### config.mk
export PLATFORM = sky130hd
export DESIGN_NAME = writeback_stage_flat
export DESIGN_NICKNAME = d
export VERILOG_FILES = /design/src/rtl/writeback_stage_if.sv /design/src/rtl/writeback_stage.sv /design/src/flat_wrapper.sv
export SDC_FILE = /design/constraint.sdc
export NUM_CORES = 1
export LEC_CHECK = 0
export ABC_CLOCK_PERIOD_IN_PS = 3400
export BUFFER_PORTS_ARGS = -buffer_cell sky130_fd_sc_hd__buf_2
export CORE_MARGIN = 2
export CORE_UTILIZATION = 59
export CTS_BUF_LIST = sky130_fd_sc_hd__clkbuf_8
export CTS_CLUSTER_DIAMETER = 120
export DETAILED_ROUTE_END_ITERATION = 7
export PLACE_DENSITY = 0.93
export SLEW_MARGIN = 20
export SYNTH_ARGS = -nofsm -noshare
export SYNTH_HDL_FRONTEND = slang
export SYNTH_SLANG_ARGS = --single-unit
### constraint.sdc
create_clock -name clock -period 3.4 [get_ports clock]
set_input_delay 0.34 -clock clock [delete_from_list [all_inputs] [get_ports clock]]
set_output_delay 0.34 -clock clock [all_outputs]
set_load 0.01 [all_outputs]
### src/rtl/writeback_stage_if.sv
// Memory-stage to writeback-stage bundle: captured instruction fields in,
// register-file write / forward port, misalignment flag and retire count out.
interface writeback_stage_if #(parameter int INSTRET_W = 64);
   logic                 stall;
   logic                 flush;
   logic                 in_valid;
   logic                 in_reg_write;
   logic [4:0]           in_addr_rd;
   logic [1:0]           in_wb_sel;
   logic [2:0]           in_funct3;
   logic [31:0]          in_alu_result;
   logic [31:0]          in_mem_rdata;
   logic [31:0]          in_pc;

   logic                 write_enable;
   logic [4:0]           addr_rd;
   logic [31:0]          data_rd;
   logic                 fwd_valid;
   logic [4:0]           fwd_addr;
   logic [31:0]          fwd_data;
   logic                 misalign_err;
   logic [INSTRET_W-1:0] instret;

   modport master (
      output stall, flush, in_valid, in_reg_write, in_addr_rd, in_wb_sel,
             in_funct3, in_alu_result, in_mem_rdata, in_pc,
      input  write_enable, addr_rd, data_rd, fwd_valid, fwd_addr, fwd_data,
             misalign_err, instret
   );

   modport slave (
      input  stall, flush, in_valid, in_reg_write, in_addr_rd, in_wb_sel,
             in_funct3, in_alu_result, in_mem_rdata, in_pc,
      output write_enable, addr_rd, data_rd, fwd_valid, fwd_addr, fwd_data,
             misalign_err, instret
   );
endinterface

### src/rtl/writeback_stage.sv
// MEM/WB pipeline register with load alignment/extension, result select,
// register-file write and forward ports, and the retired-instruction counter.
module writeback_stage #(
   parameter int INSTRET_W = 64
) (
   input  logic               clock,
   input  logic               reset_n,
   writeback_stage_if.slave   wb
);

   logic                 valid_q, valid_d;
   logic                 reg_write_q, reg_write_d;
   logic [4:0]           addr_rd_q, addr_rd_d;
   logic [1:0]           wb_sel_q, wb_sel_d;
   logic [2:0]           funct3_q, funct3_d;
   logic [31:0]          alu_result_q, alu_result_d;
   logic [31:0]          mem_rdata_q, mem_rdata_d;
   logic [31:0]          pc_q, pc_d;
   logic [INSTRET_W-1:0] instret_q, instret_d;

   logic [1:0]           off;
   logic [31:0]          shifted;
   logic [7:0]           byte_w;
   logic [15:0]          half_w;
   logic [31:0]          load_w;
   logic                 is_half;
   logic                 is_word;
   logic                 misalign;
   logic [31:0]          result;
   logic                 we;

   always_ff @(posedge clock or negedge reset_n) begin
      if (!reset_n) begin
         valid_q      <= 1'b0;
         reg_write_q  <= 1'b0;
         addr_rd_q    <= '0;
         wb_sel_q     <= '0;
         funct3_q     <= '0;
         alu_result_q <= '0;
         mem_rdata_q  <= '0;
         pc_q         <= '0;
         instret_q    <= '0;
      end else begin
         valid_q      <= valid_d;
         reg_write_q  <= reg_write_d;
         addr_rd_q    <= addr_rd_d;
         wb_sel_q     <= wb_sel_d;
         funct3_q     <= funct3_d;
         alu_result_q <= alu_result_d;
         mem_rdata_q  <= mem_rdata_d;
         pc_q         <= pc_d;
         instret_q    <= instret_d;
      end
   end

   // The departing instruction retires whenever it leaves unstalled, even on a flush.
   always_comb begin
      valid_d      = valid_q;
      reg_write_d  = reg_write_q;
      addr_rd_d    = addr_rd_q;
      wb_sel_d     = wb_sel_q;
      funct3_d     = funct3_q;
      alu_result_d = alu_result_q;
      mem_rdata_d  = mem_rdata_q;
      pc_d         = pc_q;
      instret_d    = instret_q + {{(INSTRET_W-1){1'b0}}, (valid_q & ~wb.stall)};
      if (wb.flush) begin
         valid_d = 1'b0;
      end else if (!wb.stall) begin
         valid_d      = wb.in_valid;
         reg_write_d  = wb.in_reg_write;
         addr_rd_d    = wb.in_addr_rd;
         wb_sel_d     = wb.in_wb_sel;
         funct3_d     = wb.in_funct3;
         alu_result_d = wb.in_alu_result;
         mem_rdata_d  = wb.in_mem_rdata;
         pc_d         = wb.in_pc;
      end
   end

   always_comb begin
      off     = alu_result_q[1:0];
      shifted = mem_rdata_q >> {off, 3'b000};
      byte_w  = shifted[7:0];
      half_w  = off[1] ? mem_rdata_q[31:16] : mem_rdata_q[15:0];
      is_half = (funct3_q[1:0] == 2'b01);
      is_word = funct3_q[1];
      case (funct3_q)
         3'b000:  load_w = {{24{byte_w[7]}}, byte_w};
         3'b100:  load_w = {24'd0, byte_w};
         3'b001:  load_w = {{16{half_w[15]}}, half_w};
         3'b101:  load_w = {16'd0, half_w};
         default: load_w = mem_rdata_q;
      endcase
      misalign = valid_q & (wb_sel_q == 2'b01) &
                 ((is_half & off[0]) | (is_word & (off != 2'b00)));
      case (wb_sel_q)
         2'b01:   result = load_w;
         2'b10:   result = pc_q + 32'd4;
         default: result = alu_result_q;
      endcase
      we = valid_q & reg_write_q & (addr_rd_q != 5'd0) & ~misalign;
   end

   // Bubbles present all-zero outputs so idle cycles look identical to reset.
   assign wb.write_enable = we;
   assign wb.addr_rd      = valid_q ? addr_rd_q : 5'd0;
   assign wb.data_rd      = valid_q ? result : 32'd0;
   assign wb.fwd_valid    = we;
   assign wb.fwd_addr     = valid_q ? addr_rd_q : 5'd0;
   assign wb.fwd_data     = valid_q ? result : 32'd0;
   assign wb.misalign_err = misalign;
   assign wb.instret      = instret_q;

endmodule

### src/flat_wrapper.sv
// flat-port wrapper written by rule: the top's interface ports become plain ports
module writeback_stage_flat 
#(
   parameter int INSTRET_W = 64
)
  (clock, reset_n, wb_stall, wb_flush, wb_in_valid, wb_in_reg_write, wb_in_addr_rd, wb_in_wb_sel, wb_in_funct3, wb_in_alu_result, wb_in_mem_rdata, wb_in_pc, wb_write_enable, wb_addr_rd, wb_data_rd, wb_fwd_valid, wb_fwd_addr, wb_fwd_data, wb_misalign_err, wb_instret);
  writeback_stage_if #(.INSTRET_W(INSTRET_W)) wb_i ();
  input  logic clock;
  input  logic reset_n;
  input wire logic [$bits(wb_i.stall)-1:0] wb_stall;
  input wire logic [$bits(wb_i.flush)-1:0] wb_flush;
  input wire logic [$bits(wb_i.in_valid)-1:0] wb_in_valid;
  input wire logic [$bits(wb_i.in_reg_write)-1:0] wb_in_reg_write;
  input wire logic [$bits(wb_i.in_addr_rd)-1:0] wb_in_addr_rd;
  input wire logic [$bits(wb_i.in_wb_sel)-1:0] wb_in_wb_sel;
  input wire logic [$bits(wb_i.in_funct3)-1:0] wb_in_funct3;
  input wire logic [$bits(wb_i.in_alu_result)-1:0] wb_in_alu_result;
  input wire logic [$bits(wb_i.in_mem_rdata)-1:0] wb_in_mem_rdata;
  input wire logic [$bits(wb_i.in_pc)-1:0] wb_in_pc;
  output wire logic [$bits(wb_i.write_enable)-1:0] wb_write_enable;
  output wire logic [$bits(wb_i.addr_rd)-1:0] wb_addr_rd;
  output wire logic [$bits(wb_i.data_rd)-1:0] wb_data_rd;
  output wire logic [$bits(wb_i.fwd_valid)-1:0] wb_fwd_valid;
  output wire logic [$bits(wb_i.fwd_addr)-1:0] wb_fwd_addr;
  output wire logic [$bits(wb_i.fwd_data)-1:0] wb_fwd_data;
  output wire logic [$bits(wb_i.misalign_err)-1:0] wb_misalign_err;
  output wire logic [$bits(wb_i.instret)-1:0] wb_instret;
  assign wb_i.stall = wb_stall;
  assign wb_i.flush = wb_flush;
  assign wb_i.in_valid = wb_in_valid;
  assign wb_i.in_reg_write = wb_in_reg_write;
  assign wb_i.in_addr_rd = wb_in_addr_rd;
  assign wb_i.in_wb_sel = wb_in_wb_sel;
  assign wb_i.in_funct3 = wb_in_funct3;
  assign wb_i.in_alu_result = wb_in_alu_result;
  assign wb_i.in_mem_rdata = wb_in_mem_rdata;
  assign wb_i.in_pc = wb_in_pc;
  assign wb_write_enable = wb_i.write_enable;
  assign wb_addr_rd = wb_i.addr_rd;
  assign wb_data_rd = wb_i.data_rd;
  assign wb_fwd_valid = wb_i.fwd_valid;
  assign wb_fwd_addr = wb_i.fwd_addr;
  assign wb_fwd_data = wb_i.fwd_data;
  assign wb_misalign_err = wb_i.misalign_err;
  assign wb_instret = wb_i.instret;
  writeback_stage #(.INSTRET_W(INSTRET_W)) u_core (.clock(clock), .reset_n(reset_n), .wb(wb_i));
endmodule
# == Yosys cells after proc, flatten, opt, wreduce, memory -nomap -nowiden ==
# Cells that the tools add are included.
# W data, S select, Z words.
# totals
reg_bits,172
wordCells,42
# op_classes
add_sub_neg,2
eq_ne,7
shift,1
muxes,7
bitwise,12
reduce_logical,4
# ops
cell,n
$pmux W32 S4,1
$add A64 B1 Y64,1
$pmux W32 S2,1
$add A32 B3 Y32 const B,1
$mux W32,1
$shr A32 B5 Y8,1
$mux W16,1
$and A1 B1 Y1,8
$eq A3 B3 Y1 const B,2
$mux W5,1
$reduce_bool A5 Y1,1
$eq A2 B1 Y1 const B,2
$eq A3 B1 Y1 const B,1
$logic_not A3 Y1,1
$not A1 Y1,3
$eq A2 B2 Y1 const B,1
$mux W1,2
$ne A2 B1 Y1 const B,1
$reduce_and A2 Y1,1
$reduce_bool A2 Y1,1
$or A1 B1 Y1,1

# == Longest topological paths before layout ==
# depth
depth_word,6
mapped_depth,9

# == Worst setup path before layout ==
# Ideal clock, no wire load.
# synth_path
path_type,register to output
start,reg u_core.pc_q[5]
end,out wb_fwd_data[27]
arrival_ps,2029
setup_slack_ps,1031
path_stages_with_launch,8
path_buffers,2
cell_sequence,dfrtp_1 -> and4_4 -> and4_1 -> buf_4 -> nand2_1 -> or4_1 -> a31oi_1 -> buf_4
# synth_via
elab_chain_cells,3
# synth_rtl
item,line_no,rtl
start: declaration,writeback_stage.sv:18,"logic [31:0] pc_q, pc_d;"
start signal: assignment,writeback_stage.sv:51,pc_q <= pc_d;
$add A32 B3 Y32,writeback_stage.sv:99,2'b10: result = pc_q + 32'd4;
$pmux W32 S2,writeback_stage.sv:97,case (wb_sel_q)
$mux W32,n/a,
end: declaration,flat_wrapper.sv:25,output wire logic [$bits(wb_i.fwd_data)-1:0] wb_fwd_data;
# Every way passes these cells.

# == Worst setup path after layout ==
# layout_path
start,reg u_core.alu_result_q[1]
end,out wb_fwd_data[13]
# layout_via
elab_chain_cells,4
word_cells_on_any_way,5
# layout_rtl
item,line_no,rtl
start: declaration,writeback_stage.sv:16,"logic [31:0] alu_result_q, alu_result_d;"
start signal: assignment,writeback_stage.sv:49,alu_result_q <= alu_result_d;
$shr A32 B5 Y8 / $mux W16 (equally long branches),"writeback_stage.sv:83, writeback_stage.sv:85",
$pmux W32 S4 *,writeback_stage.sv:88,case (funct3_q)
$pmux W32 S2 *,writeback_stage.sv:97,
$mux W32 *,writeback_stage.sv:111,assign wb.fwd_data = valid_q ? result : 32'd0;
# Every way passes the cells marked *; elsewhere a longest branch is shown, timed or not.

==> metrics.cfg <==
[outcome]
outcome=finished clean

[floorplan]
fp-row-count=45
dieArea_um2=16500
die_w_um=129
start_util_pct=60.2
ios=253
die_y_um=129
core_area_um2=15200

[setup_path]
arrival_ps=2890
rrSetupSlack_ps=750
critical_path_class=flip-flop to output port
critPathMaxFanout=12
critPathBufInv=1
rr_endpoint=u_core.wb.instret[58]
required_ps=3060
cp_top_family=compound AO/OA/AOI/OAI gates
slowest_stage=a221oi_2
crit_chain=mux2_2 > a221oi_2 > a2111oi_0 > a21oi_1 > o21ai_0 > buf_2
r2r_cells=9
startpoint_type=flip-flop
end_kind=output port
slowest_delay_ps=610
rr_startpoint=u_core.valid_q

[sta]
fin_ws_ps=167
min_period_ps=3230
rsz0062_at_grt=false
hold_ws_ps=83.4
worst_pin_slew_ps=891
fmax_mhz=309
drv_slew=0
fin_crit_sh_pct=95.1
hold_viol=0
finalSetupViolCount=0
slew_headroom_pct=40.6
finalSetupTns_ps=0
skew_ps=11.4

[pwr]
power_density_nw_per_um2=458
peakVddDrop_mv=0.354
fin_total_pwr_uw=4910
power.leakage_uw=0.00516

[routing]
avgRoutedWirePerCell_um=19.6
dr.pass1.iters=7
avgViaCountPerCell=6.14
drt-initial-drc-count=680
drcViolationCount=0
ant_nets=0
vias=7936
routed_wl_um=25400

[logic_synthesis]
synth_area_leaders=dfrtp_1 (47%), mux2_2 (13%), xor2_1 (3.8%)
async_reset_ff_share_pct=100
synth_top_area_share_pct=47.0
ys_types=51
syn_area_per_cell_um2=10.4
synth-edff-count=0
yosys.area.top_type=dfrtp_1
synth.yosys.warnings=0
netlist_instances=883
synthesis.nets=1000
synth_area_um2=9150
seq_area_frac_synth_pct=47.0
synth_ff_type=dfrtp_1
ys_ff_latch=172

[global_route]
grt_pass1_wl_um=39300
grt_max_degree=118
grt_pass1_vias=7516
antenna_found_initial=7
grt_use_total_pct=30.7
grt_overflow=0

[cts]
path_clk_slew_ps=90
cts-root-buf=clkbuf_8
htree_levels=4
holdBufCountCts=1
cts_tree=done
clkSinkCount=172
cts_resized=0
numCtsBuffers=17
cts_max_path_buffers=2
postCtsSetupRepairBufs=0
clock_latency_ps=460

[layout]
final_cell_mix=buf_2 (251), dfrtp_1 (172), mux2_2 (106), nand2_1 (55), o21ai_0 (54)
area_delta_synth_final_pct=17.2
layout-drive-gt1-share_pct=37.6
fin_nets=1206
fin_area_um2=10700
final_common_cell=buf_2

[placement]
place_area_um2=10300
place_ws_ps=744
io_buffers=252
dp_hpwl_um=18800
gp_congestion=1.02

[hold_path]
min_from=wb_flush
min_path_type=input pin to flip-flop
hold_depth=2
hold_end=u_core.valid_q

[run]
drv_cap=0

final cells by class:
cell class	instances	area, um^2
antenna	3	7.51
clock buffer	18	248
clock inverter	14	135
fill	1091	4480
inverter	26	97.6
multi-input combinational	609	4320
sequential	172	4300
tap	188	235
timing repair buffer	263	1380
cell families after synthesis:
kind of cell             after synthesis  synth area share (%)
AO/OA/AOI/OAI                        160                  10.6
adder cells (fa/ha/maj)                5                 0.684
XOR/XNOR                              79                  7.56
AND/OR/NAND/NOR                      257                  15.0
multiplexers                         108                  13.3
buffers and inverters                102                  5.85
flip-flops                           172                  47.0
worst max path at each step:
stage          cells after the start                    from              end  slack, ps
6_report                           6  u_core.alu_result_q[1]  wb_fwd_data[13]        170
3_3_place_gp                       6  u_core.alu_result_q[1]  wb_fwd_data[13]        810
4_1_cts                            6  u_core.alu_result_q[1]  wb_fwd_data[13]        230
2_1_floorplan                      7          u_core.pc_q[5]  wb_fwd_data[27]       1030
5_1_grt                            6  u_core.alu_result_q[1]   wb_data_rd[13]         30
3_5_place_dp                       6  u_core.alu_result_q[1]  wb_fwd_data[13]        740
synthesized netlist by cell type, types with 11 or more instances:
library cell and n:
nand4_1 26, nor4_1 12, o21ai_0 54, inv_1 26, xnor2_1 39, and3_1 13, nor2_1 47, nor3_1 15
mux2_2 106, a31oi_1 11, dfrtp_1 172, clkbuf_1 30, a21oi_1 43, nand2_1 55, xor2_1 40, buf_4 39
nand3_1 49
routing by layer:
layer	GRT usage (%)	wire, um	vias to the layer above
met5	0	39	-
met4	12.3	1010	6
met3	8.94	2290	81
met2	49.7	12000	474
met1	39.1	10000	3813
li1	-	-	3562
through the flow:
step,utilization [%],cells
finish,70.5,1293
detailed placement,67.9,1257
global route,70.5,1292
floorplan,-,883
global placement,67.9,1257
CTS,70.5,1290
flip-flops by register name (all words and copies together) (netlist names):
signal and count:
u_core.addr_rd_q 5, u_core.alu_result_q 32, u_core.funct3_q 3, u_core.mem_rdata_q 32
u_core.pc_q 32, u_core.reg_write_q 1, u_core.valid_q 1, u_core.wb.instret 64
u_core.wb_sel_q 2
where the power goes:
| group | switching, uW | internal, uW |
|---|---|---|
| logic | 545 | 448 |
| clock network | 797 | 614 |
| registers | 252 | 2250 |
No activity file was read; power rests on OpenSTA's default activity.
